File: config.mk
export PLATFORM = sky130hd
export DESIGN_NAME = cpu_step_controller_flat
export DESIGN_NICKNAME = d
export VERILOG_FILES = /design/src/rtl/cpu_step_controller_if.sv /design/src/rtl/cpu_step_controller.sv /design/src/flat_wrapper.sv
export SDC_FILE = /design/constraint.sdc
export NUM_CORES = 1
export LEC_CHECK = 0
export CORE_UTILIZATION = 50
export DETAILED_ROUTE_END_ITERATION = 8
export PLACE_DENSITY = 0.75
export RECOVER_POWER = 50
export SETUP_SLACK_MARGIN = 0.15
export SYNTH_ARGS = -nofsm -noshare
export SYNTH_HDL_FRONTEND = slang
export SYNTH_SLANG_ARGS = --single-unit
export TNS_END_PERCENT = 100
File: constraint.sdc
create_clock -name clk -period 2.4 [get_ports clk]
set_input_delay 0.48 -clock clk [delete_from_list [all_inputs] [get_ports clk]]
set_output_delay 0.48 -clock clk [all_outputs]
set_load 0.01 [all_outputs]
File: src/rtl/cpu_step_controller_if.sv
// Datapath-side bundle of the step controller.
// master: controller side. Receives pc, bp_en and bp_addr. Drives cpu_en,
//         halted, state and step_count.
// slave:  datapath/status side, with the opposite directions.
interface cpu_step_controller_if #(
    parameter int PC_W = 8
);
    logic [PC_W-1:0] pc;
    logic            bp_en;
    logic [PC_W-1:0] bp_addr;
    logic            cpu_en;
    logic            halted;
    logic [1:0]      state;
    logic [15:0]     step_count;

    modport master (
        input  pc, bp_en, bp_addr,
        output cpu_en, halted, state, step_count
    );

    modport slave (
        output pc, bp_en, bp_addr,
        input  cpu_en, halted, state, step_count
    );
endinterface

File: src/rtl/cpu_step_controller.sv
// Clock-enable sequencer for the single-cycle 8-bit RISC-V datapath.
// It produces one-cycle cpu_en pulses on the board clock in three ways:
// a debounced single step, a divided free-run, and a stop on a PC breakpoint.
// Ports:
//   clk        system clock (CLOCK_50)
//   rst        asynchronous reset, active-low
//   step_key_n raw step push-button, active-low, asynchronous
//   run_sw     run-mode switch, asynchronous; 1 = free-run
//   bus        master modport:
//                inputs  pc, bp_en, bp_addr
//                outputs cpu_en, halted, state, step_count
//
// state  | meaning
// -------+------------------------------------------------------
// IDLE   | waiting for a press or for run_sw
// STEP   | single pulse cycle (cpu_en=1), then back to IDLE
// RUN    | free-run, one pulse every RUN_DIV cycles
// BREAK  | stopped at breakpoint, halted=1
module cpu_step_controller #(
    parameter int DEBOUNCE_CYCLES = 1000000,
    parameter int RUN_DIV         = 50000000,
    parameter int PC_W            = 8
) (
    input  logic                  clk,
    input  logic                  rst,
    input  logic                  step_key_n,
    input  logic                  run_sw,
    cpu_step_controller_if.master bus
);

    localparam int DB_W  = $clog2(DEBOUNCE_CYCLES + 1);
    localparam int DIV_W = $clog2(RUN_DIV);
    localparam logic [DB_W-1:0]  DB_LAST  = DB_W'(DEBOUNCE_CYCLES - 1);
    localparam logic [DIV_W-1:0] DIV_LAST = DIV_W'(RUN_DIV - 1);

    typedef enum logic [1:0] {
        S_IDLE  = 2'b00,
        S_STEP  = 2'b01,
        S_RUN   = 2'b10,
        S_BREAK = 2'b11
    } state_t;

    logic            key_s1, key_s2, key_db;
    logic            run_s1, run_sync;
    logic [DB_W-1:0] db_cnt;
    logic            press;

    state_t           state_q, state_n;
    logic [DIV_W-1:0] div_q, div_n;
    logic             armed_q, armed_n;
    logic             en_q, en_n;
    logic             halted_q;
    logic [15:0]      step_count_q;
    logic             bp_hit;

    // Input conditioning. The synchronized key must differ from the
    // debounced level for DEBOUNCE_CYCLES consecutive cycles before it is
    // accepted. press fires only when the accepted level falls.
    always_ff @(posedge clk or negedge rst) begin
        if (!rst) begin
            key_s1   <= 1'b1;
            key_s2   <= 1'b1;
            key_db   <= 1'b1;
            run_s1   <= 1'b0;
            run_sync <= 1'b0;
            db_cnt   <= '0;
            press    <= 1'b0;
        end else begin
            key_s1   <= step_key_n;
            key_s2   <= key_s1;
            run_s1   <= run_sw;
            run_sync <= run_s1;
            press    <= 1'b0;
            if (key_s2 != key_db) begin
                if (db_cnt == DB_LAST) begin
                    key_db <= key_s2;
                    db_cnt <= '0;
                    press  <= key_db;
                end else begin
                    db_cnt <= db_cnt + 1'b1;
                end
            end else begin
                db_cnt <= '0;
            end
        end
    end

    assign bp_hit = armed_q && bus.bp_en && (bus.pc == bus.bp_addr);

    always_comb begin
        state_n = state_q;
        div_n   = div_q;
        armed_n = armed_q;
        en_n    = 1'b0;
        unique case (state_q)
            S_IDLE: begin
                if (run_sync) begin
                    state_n = S_RUN;
                    div_n   = '0;
                    armed_n = 1'b0;
                end else if (press) begin
                    state_n = S_STEP;
                    en_n    = 1'b1;
                end
            end
            S_STEP: begin
                state_n = S_IDLE;
            end
            S_RUN: begin
                // Arm only once a pulse has actually advanced the PC, so
                // entering RUN while sitting on bp_addr executes that
                // instruction instead of breaking on it again.
                if (en_q) begin
                    armed_n = 1'b1;
                end
                if (!run_sync) begin
                    state_n = S_IDLE;
                    div_n   = '0;
                end else if (bp_hit) begin
                    state_n = S_BREAK;
                    div_n   = '0;
                end else if (div_q == DIV_LAST) begin
                    div_n = '0;
                    en_n  = 1'b1;
                end else begin
                    div_n = div_q + 1'b1;
                end
            end
            S_BREAK: begin
                if (!run_sync) begin
                    state_n = S_IDLE;
                end else if (press) begin
                    state_n = S_STEP;
                    en_n    = 1'b1;
                end
            end
            default: begin
                state_n = S_IDLE;
            end
        endcase
    end

    // The pulse and its count are registered together, so step_count
    // already includes the pulse during the cycle in which cpu_en is high.
    always_ff @(posedge clk or negedge rst) begin
        if (!rst) begin
            state_q      <= S_IDLE;
            div_q        <= '0;
            armed_q      <= 1'b0;
            en_q         <= 1'b0;
            halted_q     <= 1'b0;
            step_count_q <= '0;
        end else begin
            state_q  <= state_n;
            div_q    <= div_n;
            armed_q  <= armed_n;
            en_q     <= en_n;
            halted_q <= (state_n == S_BREAK);
            if (en_n) begin
                step_count_q <= step_count_q + 16'd1;
            end
        end
    end

    assign bus.cpu_en     = en_q;
    assign bus.halted     = halted_q;
    assign bus.state      = state_q;
    assign bus.step_count = step_count_q;

endmodule

File: src/flat_wrapper.sv
// flat-port wrapper written by rule: the top's interface ports become plain ports
module cpu_step_controller_flat 
#(
    parameter int DEBOUNCE_CYCLES = 1000000,
    parameter int RUN_DIV         = 50000000,
    parameter int PC_W            = 8
)
  (clk, rst, step_key_n, run_sw, bus_pc, bus_bp_en, bus_bp_addr, bus_cpu_en, bus_halted, bus_state, bus_step_count);
  cpu_step_controller_if #(.PC_W(PC_W)) bus_i ();
  input  logic clk;
  input  logic rst;
  input  logic step_key_n;
  input  logic run_sw;
  input wire logic [$bits(bus_i.pc)-1:0] bus_pc;
  input wire logic [$bits(bus_i.bp_en)-1:0] bus_bp_en;
  input wire logic [$bits(bus_i.bp_addr)-1:0] bus_bp_addr;
  output wire logic [$bits(bus_i.cpu_en)-1:0] bus_cpu_en;
  output wire logic [$bits(bus_i.halted)-1:0] bus_halted;
  output wire logic [$bits(bus_i.state)-1:0] bus_state;
  output wire logic [$bits(bus_i.step_count)-1:0] bus_step_count;
  assign bus_i.pc = bus_pc;
  assign bus_i.bp_en = bus_bp_en;
  assign bus_i.bp_addr = bus_bp_addr;
  assign bus_cpu_en = bus_i.cpu_en;
  assign bus_halted = bus_i.halted;
  assign bus_state = bus_i.state;
  assign bus_step_count = bus_i.step_count;
  cpu_step_controller #(.DEBOUNCE_CYCLES(DEBOUNCE_CYCLES), .RUN_DIV(RUN_DIV), .PC_W(PC_W)) u_core (.clk(clk), .rst(rst), .step_key_n(step_key_n), .run_sw(run_sw), .bus(bus_i));
endmodule
[Yosys cells after proc, flatten, opt, wreduce, memory -nomap -nowiden]
Index checks and enable logic that the tools add are counted.
Word-level totals
  flip-flop bits (word level): 73
  input bits: 21
  output and inout port bits: 20
  logic and storage cells: 58
Operators by class
  reductions and logical operators: 7
  $add $sub $neg: 3
  mux-type cells: 25
  equality and inequality tests: 10
Operator list (count)
  $mux W26: 4
  $pmux W26 S2: 1
  $mux W20: 2
  $add A26 B1 Y26 const B: 1
  $eq A26 B26 Y1 const B: 1
  $add A20 B1 Y20 const B: 1
  $eq A20 B20 Y1 const B: 1
  $add A16 B1 Y16 const B: 1
  $mux W1: 10
  $mux W2: 5
  $eq A8 B8 Y1: 1
  $pmux W2 S4: 1
  $eq A2 B2 Y1 const B: 3
  $ne A2 B1 Y1 const B: 2
  $reduce_and A2 Y1: 2
  $pmux W1 S3: 1
  $reduce_and A3 Y1: 1
  $eq A2 B1 Y1 const B: 1
  $logic_and A1 B1 Y1: 2
  $logic_not A2 Y1: 1
  $pmux W1 S2: 1
  $reduce_bool A2 Y1: 1
  $ne A1 B1 Y1: 1

[Depth between registers and ports, before layout]
Gate-level depths: netlist of the first run.
  word-level depth: 6
  gate-level depth with buffers: 9
  mapped depth without buffers: 7

[Least setup slack after synthesis of the first run]
No wires, ideal clock.
  path kind: flip-flop to flip-flop
  start: register u_core.div_q[20]
  end: register u_core.step_count_q[14], in the netlist u_core.bus.step_count[14]
  arrival time: 2.351 ns
  path buffers: 1
  path slack: -0.076 ns
  period minus slack after synthesis: 2.476 ns
  required time: 2.275 ns
  library setup time: 0.125 ns
  stages on the path, launching flop included: 8
  path through: dfrtp_1 -> nand4_2 -> or4_1 -> or4_1 -> a311oi_2 -> buf_6 -> o2111ai_1 -> xnor2_1
On the way
  cells in the longest elaborated chain, start to end: 5
RTL lines
  from (decl): RTL line cpu_step_controller.sv:49  | logic [DIV_W-1:0] div_q, div_n;
  from (signal assigned): RTL line cpu_step_controller.sv:155  | div_q <= div_n;
  $eq A26 B26 Y1: RTL line cpu_step_controller.sv:122  | end else if (div_q == DIV_LAST) begin
  $mux W1: RTL line cpu_step_controller.sv:122
  $mux W1: RTL line cpu_step_controller.sv:119  | end else if (bp_hit) begin
  $mux W1: RTL line cpu_step_controller.sv:116  | if (!run_sync) begin
  $pmux W1 S3: RTL line cpu_step_controller.sv:95  | unique case (state_q)
  to (signal assigned): RTL line cpu_step_controller.sv:160  | step_count_q <= step_count_q + 16'd1;
  to (decl): RTL line cpu_step_controller.sv:53  | logic [15:0] step_count_q;
No other way between the ends.
A chain may end at the register's enable or synchronous reset.

[Worst setup path after layout of the first run]
  start: register u_core.div_q[8]
  end: register u_core.step_count_q[1], in the netlist u_core.bus.step_count[1]
Same word-level chain as after synthesis.

==> results of run 1 <==
-- area by class of cell --
class | count | area share [%]
tap | 96 | 2.528
inverter | 7 | 0.5529
clock inverter | 7 | 1.632
timing repair buffer | 86 | 15.59
clock buffer | 9 | 2.607
sequential | 73 | 38.52
multi-input combinational | 266 | 38.57
-- state kept, by name, summed over array words and instances, names as in the netlist, 2 cells and up --
signal                 cells
u_core.div_q              26
u_core.bus.step_count     16
u_core.bus.state           2
u_core.db_cnt             20
-- power by group through the flow --
stage,registers [mW],clock network (mW),logic [mW]
after CTS,1.27,1.01,0.155
after detailed placement,1.29,0,0.154
after global placement,1.29,0,0.148
after global routing,1.27,1.05,0.170
final,1.27,0.985,0.152
after floorplan,1.29,0,0.0540
-- worst max-delay path: stages, from the launching register on --
cell and delay, ps:
dfrtp_1 390, or4_4 550, or4_4 520, a311oi_4 380, buf_4 200, nor2_4 40
mux2_2 270
-- metal layers --
layer  wire length (µm)  vias up  track usage, %
li1                   -     1435               -
met1               3752     1457           31.83
met2               4288       64           40.91
met3                320       14           5.429
met4                138        0           8.636
met5                  0        -               0
-- worst max-delay path by stage --
stage / startpoint / end / depth (start not counted)
finish: u_core.div_q[8]$_DFFE_PN0P_ / u_core.bus.step_count[1]$_DFFE_PN0P_ / 6
CTS: u_core.div_q[8]$_DFFE_PN0P_ / u_core.bus.step_count[3]$_DFFE_PN0P_ / 6
global placement: bus_bp_addr[7] / u_core.bus.step_count[1]$_DFFE_PN0P_ / 7
global route: u_core.div_q[21]$_DFFE_PN0P_ / u_core.bus.step_count[5]$_DFFE_PN0P_ / 7
detailed placement: u_core.div_q[8]$_DFFE_PN0P_ / u_core.bus.step_count[8]$_DFFE_PN0P_ / 6
floorplan: u_core.div_q[8]$_DFFE_PN0P_ / u_core.bus.step_count[14]$_DFFE_PN0P_ / 6
-- logic make-up after synthesis --
family                     share of synthesized area (%)
and+or+nand+nor                                    22.46
DFF                                                51.10
xor gates and xnor gates                           14.18
AOI/OAI and AO/OA                                  8.732
buffers and inverters                              1.851
adders and majority gates                          1.048
muxes                                             0.6287
-- through the flow --
step / TNS (ps) / total power, mW / std cells
after floorplan: 0 / 1.341 / 353
after global placement: 0 / 1.436 / 519
after detailed placement: -419.4 / 1.443 / 519
after CTS: -405.8 / 2.428 / 540
after global routing: -1348 / 2.489 / 544
final: -358.4 / 2.403 / 544
-- layout by cell type (no fill, tap or decap), types with 3 or more instances in the layout --
master           count
nand4_1             12
nor3_1              10
nand2_1             23
dfstp_2              3
nor4_1               3
inv_1                6
clkbuf_8             9
o21ai_0              9
buf_4               40
nor2_1              48
buf_6                3
o2111ai_2            6
xnor2_1             29
nor4b_1              3
a31oi_1              4
o21ai_1              4
a21oi_1              6
clkbuf_1             3
or4_4                3
nand3_1             19
dfrtp_1             70
a22o_1               3
and4_1               3
xor2_1              28
clkdlybuf4s50_1     37
and3_1              11
a21o_1               3
nor3b_1              3
and2_1               4
-- what timing repair did --
action,in CTS,in global routing
setup endpoints to repair,17,41
pin swaps,8,10
setup buffers,5,4
hold buffers,0,0
gates resized for setup,8,14
==> impl_metrics.json, run 1 <==
{
  "status": "finished with violations",
  "violations": "negative setup slack",
  "critPathRequiredTime_ps": 2640,
  "synth.most_common_cell": "dfrtp_1",
  "synthTopCellsByCount": "70 x dfrtp_1, 51 x nor2_1, 30 x xnor2_1, 28 x xor2_1, 24 x nand2_1",
  "holdWs_ps": 297.6,
  "synth_top_area_share_pct": 48.90,
  "final_hold_viol_count": 0,
  "regArea_um2": 1831,
  "grt_usage_pct": 24.59,
  "relSlewSlack_pct": 30.81,
  "r2r_slack_ps": -60,
  "nets": 467,
  "die_y_um": 86.64,
  "worst_setup_path_start_kind": "flip-flop",
  "num_rows": 30,
  "tritoncts": "built",
  "globalplace.congestion": 0.8927,
  "drc": 0,
  "p_per_area_nw_per_um2": 505.6,
  "timing.rr.start": "u_core.div_q[8]$_DFFE_PN0P_",
  "synth_ff_type": "dfrtp_1",
  "ant_nets": 0,
  "antenna_found_initial": 0,
  "p_sw_mw": 0.5964,
  "path_max_fanout": 5,
  "syn_area_um2": 3582,
  "drive_gt1_share_pct": 20.76,
  "max_freq_mhz": 405.8,
  "avgRoutedWirePerCell_um": 15.63,
  "port-buffer-count": 40,
  "synth-seq-cells": 73,
  "start_util_pct": 52.15,
  "path_class": "flip-flop to flip-flop",
  "die_w_um": 86.64,
  "drv_cap": 0,
  "vias_per_cell": 5.460,
  "reg2reg_to": "u_core.bus.step_count[1]$_DFFE_PN0P_",
  "htreeDepth": 3,
  "drtIter0Drc": 155,
  "r2r_cells": 6,
  "cts.sinks": 73,
  "cp.arrival_ps": 2710,
  "rsz0062_at_grt": "yes",
  "ys_top_cells_by_area": "dfrtp_1 49%, xnor2_1 7.3%, xor2_1 6.8%, nor2_1 5.3%, nand3_1 2.7%",
  "yosysWarnings": 0,
  "combPwrFrac_pct": 6.3,
  "dpl-instance-area_um2": 4398,
  "synth_edf_count": 0,
  "vias": 2970,
  "setup_viol_count_final": 12,
  "fillCellCount": 506,
  "async_reset_ff_share_pct": 100.0,
  "n_antenna_cell": 0,
  "clock_latency_ps": 360,
  "fin_crit_ps": 2464,
  "seqPwrFrac_pct": 52.7,
  "cts_root_buf": "clkbuf_8",
  "ys_seq_area_share_pct": 51.10,
  "fin_area_um2": 4752,
  "slew_violations": 0,
  "cts_buffers": 9,
  "synth_nets": 377,
  "synth.largest_area_cell": "dfrtp_1",
  "ys_types": 43,
  "cts_buffer_depth": 2,
  "synth.avg_cell_area_um2": 10.15,
  "clk_pin_slew_ps": 80,
  "design.die.area_um2": 7506,
  "p_int_mw": 1.806,
  "dp_worst_setup_slack_ps": -85.90,
  "grt_max_degree": 42,
  "netSwitchingFraction_pct": 24.82,
  "irDropWorstVdd_uv": 436.8,
  "leakage_nw": 2.041,
  "min_path_type": "primary input to async pin",
  "wl_um": 8500,
  "grt_overflow": 0,
  "cp-end-kind": "flip-flop",
  "grt_first_pass_wirelength_um": 14160,
  "clkPwrFrac_pct": 41.0,
  "timing.final.ws_setup_ps": -64.37,
  "min_period_over_period_pct": 102.7,
  "multiInputGateArea_um2": 1833,
  "ios": 41,
  "area_growth_syn_to_layout_pct": 32.66,
  "synthCells": 353,
  "hpwlAfterDp_um": 5803,
  "drtPass1Iterations": 4,
  "tightestPinTransition_ps": 1038,
  "finClkSkew_ps": 10.56,
  "utilization_pct": 69.18,
  "grt_pass1_vias": 2980,
  "core-area_um2": 6869
}
No activity file was read; power rests on OpenSTA's default activity.
==> run 2, diff against run 1 <==
Settings changed: CTS_CLUSTER_SIZE from default to 28.
==> results of run 2 <==
Same layout as run 1: the final DEF is identical, and so are final timing and power.
==> run 3, diff against run 2 <==
Settings changed: CORE_ASPECT_RATIO from default to 1.5.
==> run 3 against run 2 <==
Net effect:
- the flow finishes with violations (design-rule violations)
- first-iteration DRC count is 33% higher
- combinational power is 5% higher
- clock-buffer cell count is 2 higher
- core utilization is 0.72 points lower
- highest routed layer unchanged
- non-clock buffer count is 1 higher
- final cell count is 3.3% lower
- wire length is 2.0% lower
- sequential power hardly changed
- register-to-register slack better by 150 ps
- die area hardly changed
==> impl_metrics.json, run 3 (synthesis results as in run 1) <==
{
  "n_antenna_cell": 0,
  "layout_common_cells": "69 x dfrtp_1, 48 x nor2_1, 43 x buf_4",
  "area_growth_syn_to_layout_pct": 31.82,
  "seqPwrFrac_pct": 55.9,
  "regArea_um2": 1832,
  "status": "finished with violations",
  "die_y_um": 105.7,
  "relSlewSlack_pct": 34.92,
  "slew_violations": 0,
  "worst_setup_path_start_kind": "flip-flop",
  "p_sw_mw": 0.5513,
  "hpwlAfterDp_um": 5960,
  "top_register": "u_core.div_q",
  "fin_crit_ps": 2310,
  "wl_um": 8334,
  "drc": 3,
  "max_freq_mhz": 432.9,
  "vias": 2957,
  "die_w_um": 71.11,
  "min_path_type": "flip-flop to flip-flop",
  "netSwitchingFraction_pct": 24.30,
  "cts.sinks": 73,
  "globalplace.congestion": 0.9141,
  "drv_cap": 0,
  "fillCellCount": 535,
  "antenna_found_initial": 0,
  "holdWs_ps": 350.1,
  "drtPass1Iterations": 7,
  "fin_area_um2": 4722,
  "setup_viol_count_final": 0,
  "htreeDepth": 3,
  "cts_root_buf": "clkbuf_8",
  "largest_register_ffs": 26,
  "final_hold_viol_count": 0,
  "p_per_area_nw_per_um2": 480.5,
  "drive_gt1_share_pct": 20.31,
  "tightestPinTransition_ps": 976.2,
  "cts_buffers": 9,
  "path_max_fanout": 4,
  "clk_pin_slew_ps": 70,
  "finClkSkew_ps": 6.732,
  "layout_commonest_cell": "dfrtp_1",
  "ios": 41,
  "p_int_mw": 1.718,
  "nets": 468,
  "cp.arrival_ps": 2550,
  "ant_nets": 0,
  "r2r_slack_ps": 90,
  "grt_pass1_vias": 3009,
  "violations": "design-rule violations",
  "dpl-instance-area_um2": 4380,
  "grt_first_pass_wirelength_um": 14080,
  "cp-end-kind": "flip-flop",
  "avgRoutedWirePerCell_um": 15.84,
  "vias_per_cell": 5.622,
  "critPathRequiredTime_ps": 2640,
  "combPwrFrac_pct": 7.0,
  "multiInputGateArea_um2": 1836,
  "clkPwrFrac_pct": 37.1,
  "rsz0062_at_grt": "yes",
  "design.die.area_um2": 7514,
  "start_util_pct": 51.93,
  "irDropWorstVdd_uv": 344.4,
  "cts_buffer_depth": 2,
  "port-buffer-count": 40,
  "clock_latency_ps": 360,
  "leakage_nw": 2.063,
  "core-area_um2": 6898,
  "grt_max_degree": 58,
  "grt_overflow": 0,
  "min_period_over_period_pct": 96.24,
  "grt_usage_pct": 24.56,
  "path_class": "flip-flop to flip-flop",
  "drtIter0Drc": 206,
  "num_rows": 37,
  "tritoncts": "built"
}
run 3: cell types whose count changed in the layout (fill, tap and decap cells not counted), moves of 2 or more:
cell,before,now
o21ai_0,9,11
inv_6,2,0
clkinv_2,1,4
buf_4,40,43
clkinv_4,2,0
or4_1,0,2
o21ai_1,4,1
or4_4,3,1
run 3: power groups by stage:
stage	Clock (mW)	Combinational [mW]	Sequential (mW)
6_report	0.841	0.159	1.27
5_1_grt	0.897	0.181	1.27
4_1_cts	0.856	0.159	1.27
3_5_place_dp	0	0.155	1.29
3_3_place_gp	0	0.151	1.29
2_1_floorplan	0	0.0540	1.29
run 3: through the flow:
stage	power, mW	utilization (%)	TNS, ps	worst slack (ps)	cells
after floorplan	1.341	-	0	120.7	353
after global placement	1.439	63.50	-75.95	-30.66	500
after detailed placement	1.444	63.50	-737.5	-104.2	500
after CTS	2.282	66.91	0	58.47	521
after global routing	2.349	68.46	0	7.473	526
final	2.269	68.46	0	90.13	526
run 3: worst paths after layout:
| path | end | from | depth (start not counted) |
|---|---|---|---|
| setup / recovery | u_core.bus.step_count[1]$_DFFE_PN0P_ | u_core.div_q[23]$_DFFE_PN0P_ | 7 |
| hold / removal | u_core.run_sync$_DFF_PN0_ | u_core.run_s1$_DFF_PN0_ | 0 |
| setup reg to reg | u_core.bus.step_count[1]$_DFFE_PN0P_ | u_core.div_q[23]$_DFFE_PN0P_ | 7 |
| hold reg to reg | u_core.run_sync$_DFF_PN0_ | u_core.run_s1$_DFF_PN0_ | 0 |
| max in group asynchronous | u_core.key_db$_DFFE_PN1P_ | rst | 3 |
| min in group asynchronous | u_core.db_cnt[15]$_DFF_PN0_ | rst | 2 |
run 3: cell type report:
class                   count  area share, %
inverters                   7         0.5564
well taps                  78          2.067
multi-input cells         266          38.87
repair buffers             87          16.30
flip-flops and latches     73          38.79
clock inverters             4         0.4240
clock buffers              11          2.994
run 3: worst max-delay path, cell delays in order (launching register included):
cell and delay, ps:
dfrtp_1 380, nand4_2 130, or4_1 410, or4_4 450, a311oi_4 310, buf_6 180
nor2_2 50, mux2_2 270
run 3: routing by layer:
layer	part of all wire [%]	vias up	global-route usage, %
met4	3.0	0	13.14
met1	42	1423	29.40
met2	52	76	40.93
li1	-	1436	-
met3	3.6	22	5.258
met5	0	-	0
run 3: repair_timing:
action / CTS / global route
pin swaps: 5 / 7
endpoints found under the hold margin: 16 / 0
setup buffers: 5 / 4
endpoints found under the setup margin: 30 / 39
hold buffers: 1 / 0
cloned: 0 / 1
gates resized for setup: 6 / 15
